==> config.mk <==
export PLATFORM = sky130hd
export DESIGN_NAME = feature_fetch_flat
export DESIGN_NICKNAME = d
export VERILOG_FILES = /design/src/rtl/feature_fetch_if.sv /design/src/rtl/feature_fetch.sv /design/src/flat_wrapper.sv
export SDC_FILE = /design/constraint.sdc
export NUM_CORES = 1
export LEC_CHECK = 0
export ABC_CLOCK_PERIOD_IN_PS = 3600
export BUFFER_PORTS_ARGS = -buffer_cell sky130_fd_sc_hd__buf_2
export CAP_MARGIN = 20
export CORE_MARGIN = 3
export CORE_UTILIZATION = 54
export DETAILED_ROUTE_END_ITERATION = 8
export GPL_ROUTABILITY_DRIVEN = 0
export HOLD_SLACK_MARGIN = 0.02
export PLACE_DENSITY = 0.9
export SLEW_MARGIN = 25
export SYNTH_ARGS = -nofsm -noshare
export SYNTH_HDL_FRONTEND = slang
export SYNTH_SLANG_ARGS = --single-unit
==> constraint.sdc <==
create_clock -name clk -period 3.6 [get_ports clk]
set_input_delay 0.72 -clock clk [delete_from_list [all_inputs] [get_ports clk]]
set_output_delay 0.72 -clock clk [all_outputs]
set_load 0.1 [all_outputs]
==> src/rtl/feature_fetch_if.sv <==
// Bus bundle between feature_fetch and its surroundings: the two point-RAM read
// ports plus the outgoing point stream with valid/ready handshake.
interface feature_fetch_if #(
    parameter int AW = 8,
    parameter int DW = 24
);
    logic [AW-1:0] left_rdaddr;
    logic          left_rden;
    logic [DW-1:0] left_axis;
    logic [AW-1:0] right_rdaddr;
    logic          right_rden;
    logic [DW-1:0] right_axis;
    logic [11:0]   pt_x;
    logic [11:0]   pt_y;
    logic          pt_side;
    logic          pt_vld;
    logic          pt_rdy;

    modport master (
        output left_rdaddr, left_rden,
        input  left_axis,
        output right_rdaddr, right_rden,
        input  right_axis,
        output pt_x, pt_y, pt_side, pt_vld,
        input  pt_rdy
    );

    modport slave (
        input  left_rdaddr, left_rden,
        output left_axis,
        input  right_rdaddr, right_rden,
        output right_axis,
        input  pt_x, pt_y, pt_side, pt_vld,
        output pt_rdy
    );
endinterface

==> src/rtl/feature_fetch.sv <==
// Reads back the left then right feature-point RAMs after each frame and streams
// the points out through a 2-entry skid FIFO that absorbs the 1-clk RAM latency.
module feature_fetch #(
    parameter int AW    = 8,
    parameter int DEPTH = 256,
    parameter int DW    = 24
) (
    input  logic          clk,
    input  logic          rst_n,
    input  logic          frame_done,
    input  logic [AW:0]   left_cnt,
    input  logic [AW:0]   right_cnt,
    feature_fetch_if.master bus,
    output logic          busy,
    output logic          fetch_done,
    output logic          frame_drop
);
    typedef enum logic [2:0] {IDLE, LEFT, RIGHT, DRAIN, DONE} state_t;

    localparam logic [AW:0] DEPTH_C = (AW+1)'(DEPTH);
    localparam logic [AW:0] ONE_C   = (AW+1)'(1);

    state_t      state_q, state_d;
    logic [AW:0] lcnt_q, lcnt_d;
    logic [AW:0] rcnt_q, rcnt_d;
    logic [AW:0] rd_ptr_q, rd_ptr_d;
    logic        inflight_q, inflight_d;
    logic        inflight_side_q, inflight_side_d;
    logic        fetch_done_q, fetch_done_d;
    logic        frame_drop_q, frame_drop_d;

    logic [1:0][DW-1:0] fifo_data_q, fifo_data_d;
    logic [1:0]         fifo_side_q, fifo_side_d;
    logic               fifo_wr_q, fifo_wr_d;
    logic               fifo_rd_q, fifo_rd_d;
    logic [1:0]         fifo_cnt_q, fifo_cnt_d;

    logic          push;
    logic          pop;
    logic [2:0]    occ;
    logic          can_issue;
    logic [DW-1:0] in_word;
    logic [DW-1:0] head_word;

    assign push      = inflight_q;
    assign pop       = (fifo_cnt_q != 2'd0) && bus.pt_rdy;
    // Committed slots = stored + in flight, minus the one leaving this cycle.
    assign occ       = {1'b0, fifo_cnt_q} + {2'b00, inflight_q} - {2'b00, pop};
    assign can_issue = (occ < 3'd2);
    assign in_word   = inflight_side_q ? bus.right_axis : bus.left_axis;
    assign head_word = fifo_data_q[fifo_rd_q];

    always_comb begin
        state_d         = state_q;
        lcnt_d          = lcnt_q;
        rcnt_d          = rcnt_q;
        rd_ptr_d        = rd_ptr_q;
        inflight_d      = 1'b0;
        inflight_side_d = inflight_side_q;
        bus.left_rden   = 1'b0;
        bus.right_rden  = 1'b0;
        fetch_done_d    = (state_q == DONE);
        frame_drop_d    = frame_done && (state_q != IDLE);

        case (state_q)
            IDLE: begin
                if (frame_done) begin
                    lcnt_d   = (left_cnt  > DEPTH_C) ? DEPTH_C : left_cnt;
                    rcnt_d   = (right_cnt > DEPTH_C) ? DEPTH_C : right_cnt;
                    rd_ptr_d = '0;
                    if (lcnt_d != '0)      state_d = LEFT;
                    else if (rcnt_d != '0) state_d = RIGHT;
                    else                   state_d = DONE;
                end
            end
            LEFT: begin
                if (can_issue) begin
                    bus.left_rden   = 1'b1;
                    inflight_d      = 1'b1;
                    inflight_side_d = 1'b0;
                    if (rd_ptr_q == lcnt_q - ONE_C) begin
                        rd_ptr_d = '0;
                        state_d  = (rcnt_q != '0) ? RIGHT : DRAIN;
                    end else begin
                        rd_ptr_d = rd_ptr_q + ONE_C;
                    end
                end
            end
            RIGHT: begin
                if (can_issue) begin
                    bus.right_rden  = 1'b1;
                    inflight_d      = 1'b1;
                    inflight_side_d = 1'b1;
                    if (rd_ptr_q == rcnt_q - ONE_C) begin
                        rd_ptr_d = '0;
                        state_d  = DRAIN;
                    end else begin
                        rd_ptr_d = rd_ptr_q + ONE_C;
                    end
                end
            end
            DRAIN: begin
                if ((fifo_cnt_q == 2'd0) && !inflight_q) state_d = DONE;
            end
            DONE: begin
                state_d = IDLE;
            end
            default: begin
                state_d = IDLE;
            end
        endcase
    end

    always_comb begin
        fifo_data_d = fifo_data_q;
        fifo_side_d = fifo_side_q;
        fifo_wr_d   = fifo_wr_q;
        fifo_rd_d   = fifo_rd_q;
        if (push) begin
            fifo_data_d[fifo_wr_q] = in_word;
            fifo_side_d[fifo_wr_q] = inflight_side_q;
            fifo_wr_d              = ~fifo_wr_q;
        end
        if (pop) fifo_rd_d = ~fifo_rd_q;
        fifo_cnt_d = fifo_cnt_q + {1'b0, push} - {1'b0, pop};
    end

    always_ff @(posedge clk or negedge rst_n) begin
        if (!rst_n) begin
            state_q         <= IDLE;
            lcnt_q          <= '0;
            rcnt_q          <= '0;
            rd_ptr_q        <= '0;
            inflight_q      <= 1'b0;
            inflight_side_q <= 1'b0;
            fetch_done_q    <= 1'b0;
            frame_drop_q    <= 1'b0;
            fifo_data_q     <= '0;
            fifo_side_q     <= '0;
            fifo_wr_q       <= 1'b0;
            fifo_rd_q       <= 1'b0;
            fifo_cnt_q      <= '0;
        end else begin
            state_q         <= state_d;
            lcnt_q          <= lcnt_d;
            rcnt_q          <= rcnt_d;
            rd_ptr_q        <= rd_ptr_d;
            inflight_q      <= inflight_d;
            inflight_side_q <= inflight_side_d;
            fetch_done_q    <= fetch_done_d;
            frame_drop_q    <= frame_drop_d;
            fifo_data_q     <= fifo_data_d;
            fifo_side_q     <= fifo_side_d;
            fifo_wr_q       <= fifo_wr_d;
            fifo_rd_q       <= fifo_rd_d;
            fifo_cnt_q      <= fifo_cnt_d;
        end
    end

    // Address is presented unconditionally; only rden qualifies it.
    assign bus.left_rdaddr  = rd_ptr_q[AW-1:0];
    assign bus.right_rdaddr = rd_ptr_q[AW-1:0];
    assign bus.pt_vld       = (fifo_cnt_q != 2'd0);
    assign bus.pt_x         = head_word[23:12];
    assign bus.pt_y         = head_word[11:0];
    assign bus.pt_side      = fifo_side_q[fifo_rd_q];
    assign busy             = (state_q != IDLE);
    assign fetch_done       = fetch_done_q;
    assign frame_drop       = frame_drop_q;
endmodule

==> src/flat_wrapper.sv <==
// flat-port wrapper written by rule: the top's interface ports become plain ports
module feature_fetch_flat 
#(
    parameter int AW    = 8,
    parameter int DEPTH = 256,
    parameter int DW    = 24
)
  (clk, rst_n, frame_done, left_cnt, right_cnt, busy, fetch_done, frame_drop, bus_left_rdaddr, bus_left_rden, bus_left_axis, bus_right_rdaddr, bus_right_rden, bus_right_axis, bus_pt_x, bus_pt_y, bus_pt_side, bus_pt_vld, bus_pt_rdy);
  feature_fetch_if #(.AW(AW), .DW(DW)) bus_i ();
  input  logic clk;
  input  logic rst_n;
  input  logic frame_done;
  input  logic [AW:0] left_cnt;
  input  logic [AW:0] right_cnt;
  output logic busy;
  output logic fetch_done;
  output logic frame_drop;
  output wire logic [$bits(bus_i.left_rdaddr)-1:0] bus_left_rdaddr;
  output wire logic [$bits(bus_i.left_rden)-1:0] bus_left_rden;
  input wire logic [$bits(bus_i.left_axis)-1:0] bus_left_axis;
  output wire logic [$bits(bus_i.right_rdaddr)-1:0] bus_right_rdaddr;
  output wire logic [$bits(bus_i.right_rden)-1:0] bus_right_rden;
  input wire logic [$bits(bus_i.right_axis)-1:0] bus_right_axis;
  output wire logic [$bits(bus_i.pt_x)-1:0] bus_pt_x;
  output wire logic [$bits(bus_i.pt_y)-1:0] bus_pt_y;
  output wire logic [$bits(bus_i.pt_side)-1:0] bus_pt_side;
  output wire logic [$bits(bus_i.pt_vld)-1:0] bus_pt_vld;
  input wire logic [$bits(bus_i.pt_rdy)-1:0] bus_pt_rdy;
  assign bus_left_rdaddr = bus_i.left_rdaddr;
  assign bus_left_rden = bus_i.left_rden;
  assign bus_i.left_axis = bus_left_axis;
  assign bus_right_rdaddr = bus_i.right_rdaddr;
  assign bus_right_rden = bus_i.right_rden;
  assign bus_i.right_axis = bus_right_axis;
  assign bus_pt_x = bus_i.pt_x;
  assign bus_pt_y = bus_i.pt_y;
  assign bus_pt_side = bus_i.pt_side;
  assign bus_pt_vld = bus_i.pt_vld;
  assign bus_i.pt_rdy = bus_pt_rdy;
  feature_fetch #(.AW(AW), .DEPTH(DEPTH), .DW(DW)) u_core (.clk(clk), .rst_n(rst_n), .frame_done(frame_done), .left_cnt(left_cnt), .right_cnt(right_cnt), .bus(bus_i), .busy(busy), .fetch_done(fetch_done), .frame_drop(frame_drop));
endmodule
Word level (Yosys, flattened, before mapping)
Cells that the tools add are included.

storage, ports and cells
  input bits = 70
  bits in registers = 88
  word-level logic and storage cells = 96
  output and inout bits = 47

cells by class
  bitwise operators = 2
  magnitude comparators = 6
  muxes and demuxes = 36
  eq/ne operators = 12
  reduce and logical (&&, ||, !) cells = 19
  $add $sub $neg = 7

operators by type and width
  kind                 number
  $mux 24              4
  $mux 9               7
  $bwmux 48            1
  $pmux 9 s3           1
  $reduce_bool 9->1    3
  $demux 24 s1         1
  $mux 3               8
  $eq 9x9->1           2
  $gt 9x9->1 const B   2
  $sub 9x1->9 const B  2
  $pmux 3 s4           1
  $mux 1               10
  $ne 2x1->1 const B   5
  $add 9x1->9 const B  1
  $eq 3x2->1 const B   2
  $reduce_and 6->1     1
  $reduce_bool 3->1    2
  $logic_and 1x1->1    4
  $lt 1x2->1 const B   2
  $reduce_and 4->1     1
  $reduce_bool 2->1    2
  $add 2x1->3          1
  $eq 3x1->1 const B   1
  $eq 3x3->1 const B   1
  16 further kinds     17

Logic depth before layout (Yosys ltp)
  word-level depth = 7
  mapped depth = 14
  gate-level depth less buffers = 14

Least setup slack after synthesis
No wires, ideal clock.

  path kind = register -> output
  from = reg u_core.fifo_cnt_q[1]
  to = out bus_left_rden
  data arrival time = 3.321 ns
  path buffers = 0
  data required time = 2.880 ns
  stages on the path, launching flop included = 10
  path slack = -0.441 ns
  path through = dfrtp_1 > or2_2 > and2_1 > ha_1 > inv_1 > ha_1 > fa_1 > nand2b_1 > or3_1 > inv_1

between the ends
  word-level cells in the longest chain between the ends = 6
  elaborated cells on any way between the ends = 7
  those cells by class = add/sub: 2; order compare: 1; mux: 2; reduce/logical: 2

RTL lines
  what                    line                  text
  start, declared         feature_fetch.sv:36   logic [1:0] fifo_cnt_q, fifo_cnt_d;
  start signal, assigned  feature_fetch.sv:156  fifo_cnt_q <= fifo_cnt_d;
  $reduce_bool 2->1       --
  net bus_pt_vld          flat_wrapper.sv:27    output wire logic [$bits(bus_i.pt_vld)-1:0] bus_pt_vld;
  $logic_and 1x1->1       feature_fetch.sv:46   assign pop = (fifo_cnt_q != 2'd0) && bus.pt_rdy;
  net u_core.pop          feature_fetch.sv:39   logic pop;
  $sub 3x1->3             feature_fetch.sv:48   assign occ = {1'b0, fifo_cnt_q} + {2'b00, inflight_q} - {2'b00, pop};
  $lt 3x2->1              feature_fetch.sv:49   assign can_issue = (occ < 3'd2);
  $mux 1                  feature_fetch.sv:77   if (can_issue) begin
  $mux 1                  feature_fetch.sv:65   case (state_q)
  end, declared           flat_wrapper.sv:19    output wire logic [$bits(bus_i.left_rden)-1:0] bus_left_rden;

The timed path passes the listed nets, and every way through them passes these cells.

Final worst setup path
  from = reg u_core.fifo_cnt_q[1]
  to = out bus_right_rden

between the ends
  word-level cells in the longest chain between the ends = 6
  elaborated cells on any way between the ends = 7
  those cells by class = add/sub: 2; order compare: 1; mux: 2; reduce/logical: 2

RTL lines
  what               line                 text
  $reduce_bool 2->1  feature_fetch.sv:46
  $logic_and 1x1->1  feature_fetch.sv:46
  net u_core.pop     feature_fetch.sv:39
  $sub 3x1->3        feature_fetch.sv:48
  $lt 3x2->1         feature_fetch.sv:49
  $mux 1             feature_fetch.sv:90  if (can_issue) begin
  $mux 1             feature_fetch.sv:65
  end, declared      flat_wrapper.sv:22   output wire logic [$bits(bus_i.right_rden)-1:0] bus_right_rden;

The timed path passes the listed nets, and every way through them passes these cells.

==> qor.csv <==
stage,metric,value,unit
critical_path,Worst path most repeated cell,ha_4,
global_routing,vias in the first global route,4082,
synth,post-synthesis mux area share,11.81,%
clocking,total clock sinks,88,
critical_path,cells along the critical path,or2_4 > and2_4 > ha_4 > inv_2 > ha_4 > fa_2 > xor2_2 > nand2b_4 > or3_4 > clkinvlp_4 > buf_12,
flow_run,Max Cap Viol,0,
clocking,Clock Path Buffers,2,
global_routing,GRT Total Usage,22.68,%
critical_path,CP endpoint kind,primary output,
routing,Vias/cell,5.568,
cells_and_area,share of cells above drive strength 1,31.25,%
die,core area,8848,sq um
timing,setup TNS,0,ns
synth,Synth Area in XOR/XNOR,4.223,%
synth,Yosys warnings,0,
synth,Post-synth top flop,dfrtp_1,
timing,Pins Over Slew Limit,0,
synth,top cell type's share of synthesized area,44.24,%
die,effective utilization at floorplan,56.25,%
clocking,CTS H-tree depth,3,
synth,Gate Count Post-Synth,543,
clocking,Clock transition at path regs,0.09,ns
critical_path,crit start category,flop,
die,full die area,10410,sq um
clocking,CTS tree,yes,
timing,final setup fails,0,
critical_path,"Arr. time, crit path",2.87,ns
placed_design,Port Buffer Count,116,
status,run status,"finished, final reports clean",
critical_path,max incr delay on CP,0.39,ns
routing,initial drt markers,156,
synth,Cell variety after synth,50,
timing,Fmax achieved,0.2786,GHz
cells_and_area,most frequent cells in the layout,"113 x buf_2, 88 x dfrtp_1, 68 x nand2_1, 47 x nor2_1, 45 x o21ai_0",
critical_path,type of the worst setup path,flop to primary output,
timing,Tcrit/Tclk final,99.70,%
routing,wire per inst,15.58,um
synth,largest family of logic cells by synthesized area,simple AND/OR/NAND/NOR gates,
timing,final setup margin,0.01073,ns
synth,Synth Area in Compound Gates,12.77,%
critical_path,Crit path required time,2.88,ns
synth,number of synthesized flops with an enable pin,0,
synth,mapped cell area,4977,sq um
critical_path,slowest CP cell,dfrtp_1,
die,die extent in x,102.0,um
routing,DR pass1 iterations,4,
timing,Setup Skew,0.01173,ns
clocking,Num CTS Buffers,9,
synth,Synth Area in Adders,1.659,%
die,# IOs,117,
synth,Synth async-reset ratio,100.0,%
die,die height,102.0,um
cells_and_area,Area Overhead vs Synth,17.09,%
cells_and_area,n_diodes,0,
timing,"Hold Vio Cnt, Final",0,
global_routing,antenna violations before repair,0,
routing,Remaining DRCs,0,
synth,ranking of synthesized cells by area,"dfrtp_1 44%, mux2_2 6.8%, nand2_1 5.1%",
global_routing,GRT overflow,0,
die,row cnt,34,
timing,Worst Tran Pin Value,1.030,ns
clocking,CTS root buffer,clkbuf_8,
min_path,Tightest Hold Check Type,input pin to asynchronous set/reset pin,
synth,number of synthesized register bits,88,
global_routing,first-pass GRT wire length,18.80,mm
global_routing,largest net degree at the start of global routing,89,
clocking,clock latency on the worst-skew pair,0.36,ns
cells_and_area,final net count,711,
timing,fin crit period,3.589,ns
routing,final WL,11.65,mm
synth,sequential area share after synthesis,44.24,%
timing,Slew HR,31.35,%
synth,Post-Synth Simple-Gate Area,18.88,%
timing,RSZ-0062 raised after global routing,yes,
routing,Detail Route Antenna Nets,0,
synth,syn nets,619,
critical_path,critical path peak fanout,4,
synth,post-synth top area cell,dfrtp_1,
cells_and_area,Layout Utilization,65.87,%
placed_design,DPL Wire Length,8.303,mm
routing,total number of vias,4165,
synth,Mapped Avg Cell Area,9.166,sq um
placed_design,post-place setup slack,-0.01325,ns
cells_and_area,"commonest non-fill, non-tap cell in the layout",buf_2,
layer usage:
layer / up-vias / track usage (%) / wire length (um)
li1: 2014 / - / -
met1: 1980 / 27.86 / 4855
met2: 152 / 39.43 / 5838
met3: 19 / 5.529 / 757
met4: 0 / 7.164 / 202
met5: - / 0 / 0
metrics by stage:
| step | instance area, sq um | instances | hold slack [ns] |
|---|---|---|---|
| CTS | 5807 | 746 | 0.4737 |
| finish | 5828 | 748 | 0.3937 |
| detailed placement | 5530 | 724 | 0.4587 |
| global placement | 5530 | 724 | 0.4569 |
| global route | 5828 | 748 | 0.4545 |
| floorplan | 4992 | 543 | 0.4244 |
path summary, 6_finish.rpt:
check	startpoint	endpoint	slack [ns]	cells past startpoint
worst max-delay path	u_core.fifo_cnt_q[1]$_DFF_PN0_	bus_right_rden	0.01	11
worst min-delay path	rst_n	u_core.fifo_data_q[8]$_DFFE_PN0P_	0.39	1
worst max register to register	u_core.fifo_cnt_q[1]$_DFF_PN0_	u_core.state_q[0]$_DFFE_PN0P_	0.39	15
worst min register to register	u_core.fifo_rd_q$_DFFE_PN0P_	u_core.fifo_rd_q$_DFFE_PN0P_	0.47	1
max in group asynchronous	rst_n	u_core.lcnt_q[8]$_DFFE_PN0P_	2.66	1
min in group clk	u_core.fifo_rd_q$_DFFE_PN0P_	u_core.fifo_rd_q$_DFFE_PN0P_	0.47	1
layout make-up:
class,instances,area (sq um)
clock buffers,11,141.4
clock inverters,5,40.04
fillers,690,3020
inverters,17,71.32
multi-input cells,389,2516
flip-flops and latches,88,2202
well taps,108,135.1
repair buffers,130,721.9
cell usage after synthesis, types with 6 or more instances:
library cell,number
xnor2_1,10
nand2b_1,22
dfrtp_1,88
buf_1,7
o21ai_0,45
and2_1,7
mux2i_1,25
o21ai_1,7
nor2b_1,7
mux2_2,30
buf_4,16
nor2_1,47
nor3_1,8
a21oi_1,33
clkbuf_1,22
nand2_1,68
inv_1,17
nor4_1,7
or2_2,6
xor2_1,14
critical path: cells and delay by family (launching register included):
family / cells / cell delay [ns]
simple gates: 4 / 0.84
fa+ha+maj: 3 / 0.76
flops: 1 / 0.39
buf+inv: 3 / 0.34
xor+xnor: 1 / 0.18
state kept, by name, summed over array words and instances, names as in the netlist:
register                flops
u_core.rcnt_q               9
u_core.fifo_cnt_q           2
u_core.inflight_side_q      1
u_core.lcnt_q               9
u_core.fetch_done           1
u_core.state_q              3
u_core.rd_ptr_q             9
u_core.fifo_rd_q            1
u_core.fifo_data_q         48
u_core.inflight_q           1
u_core.frame_drop           1
u_core.fifo_side_q          2
u_core.fifo_wr_q            1
what timing repair did:
action / 4_1_cts / 5_1_grt
setup buffers: 6 / 2
pin swaps: 8 / 3
gates resized for setup: 9 / 0
endpoints found under the setup margin: 2 / 2
hold buffers: 0 / 0
kinds of logic (layout without fill, tap and decap cells):
kind of cell	after synthesis	in the layout
xor gates and xnor gates	24	24
AOI/OAI and AO/OA	110	110
and+or+nand+nor	194	194
adders and majority gates	6	6
muxes	55	55
DFF	88	88
buffers and inverters	66	163
Power is not shown: default switching activity piles up to over one toggle a cycle in this logic, so the estimate is an artifact.
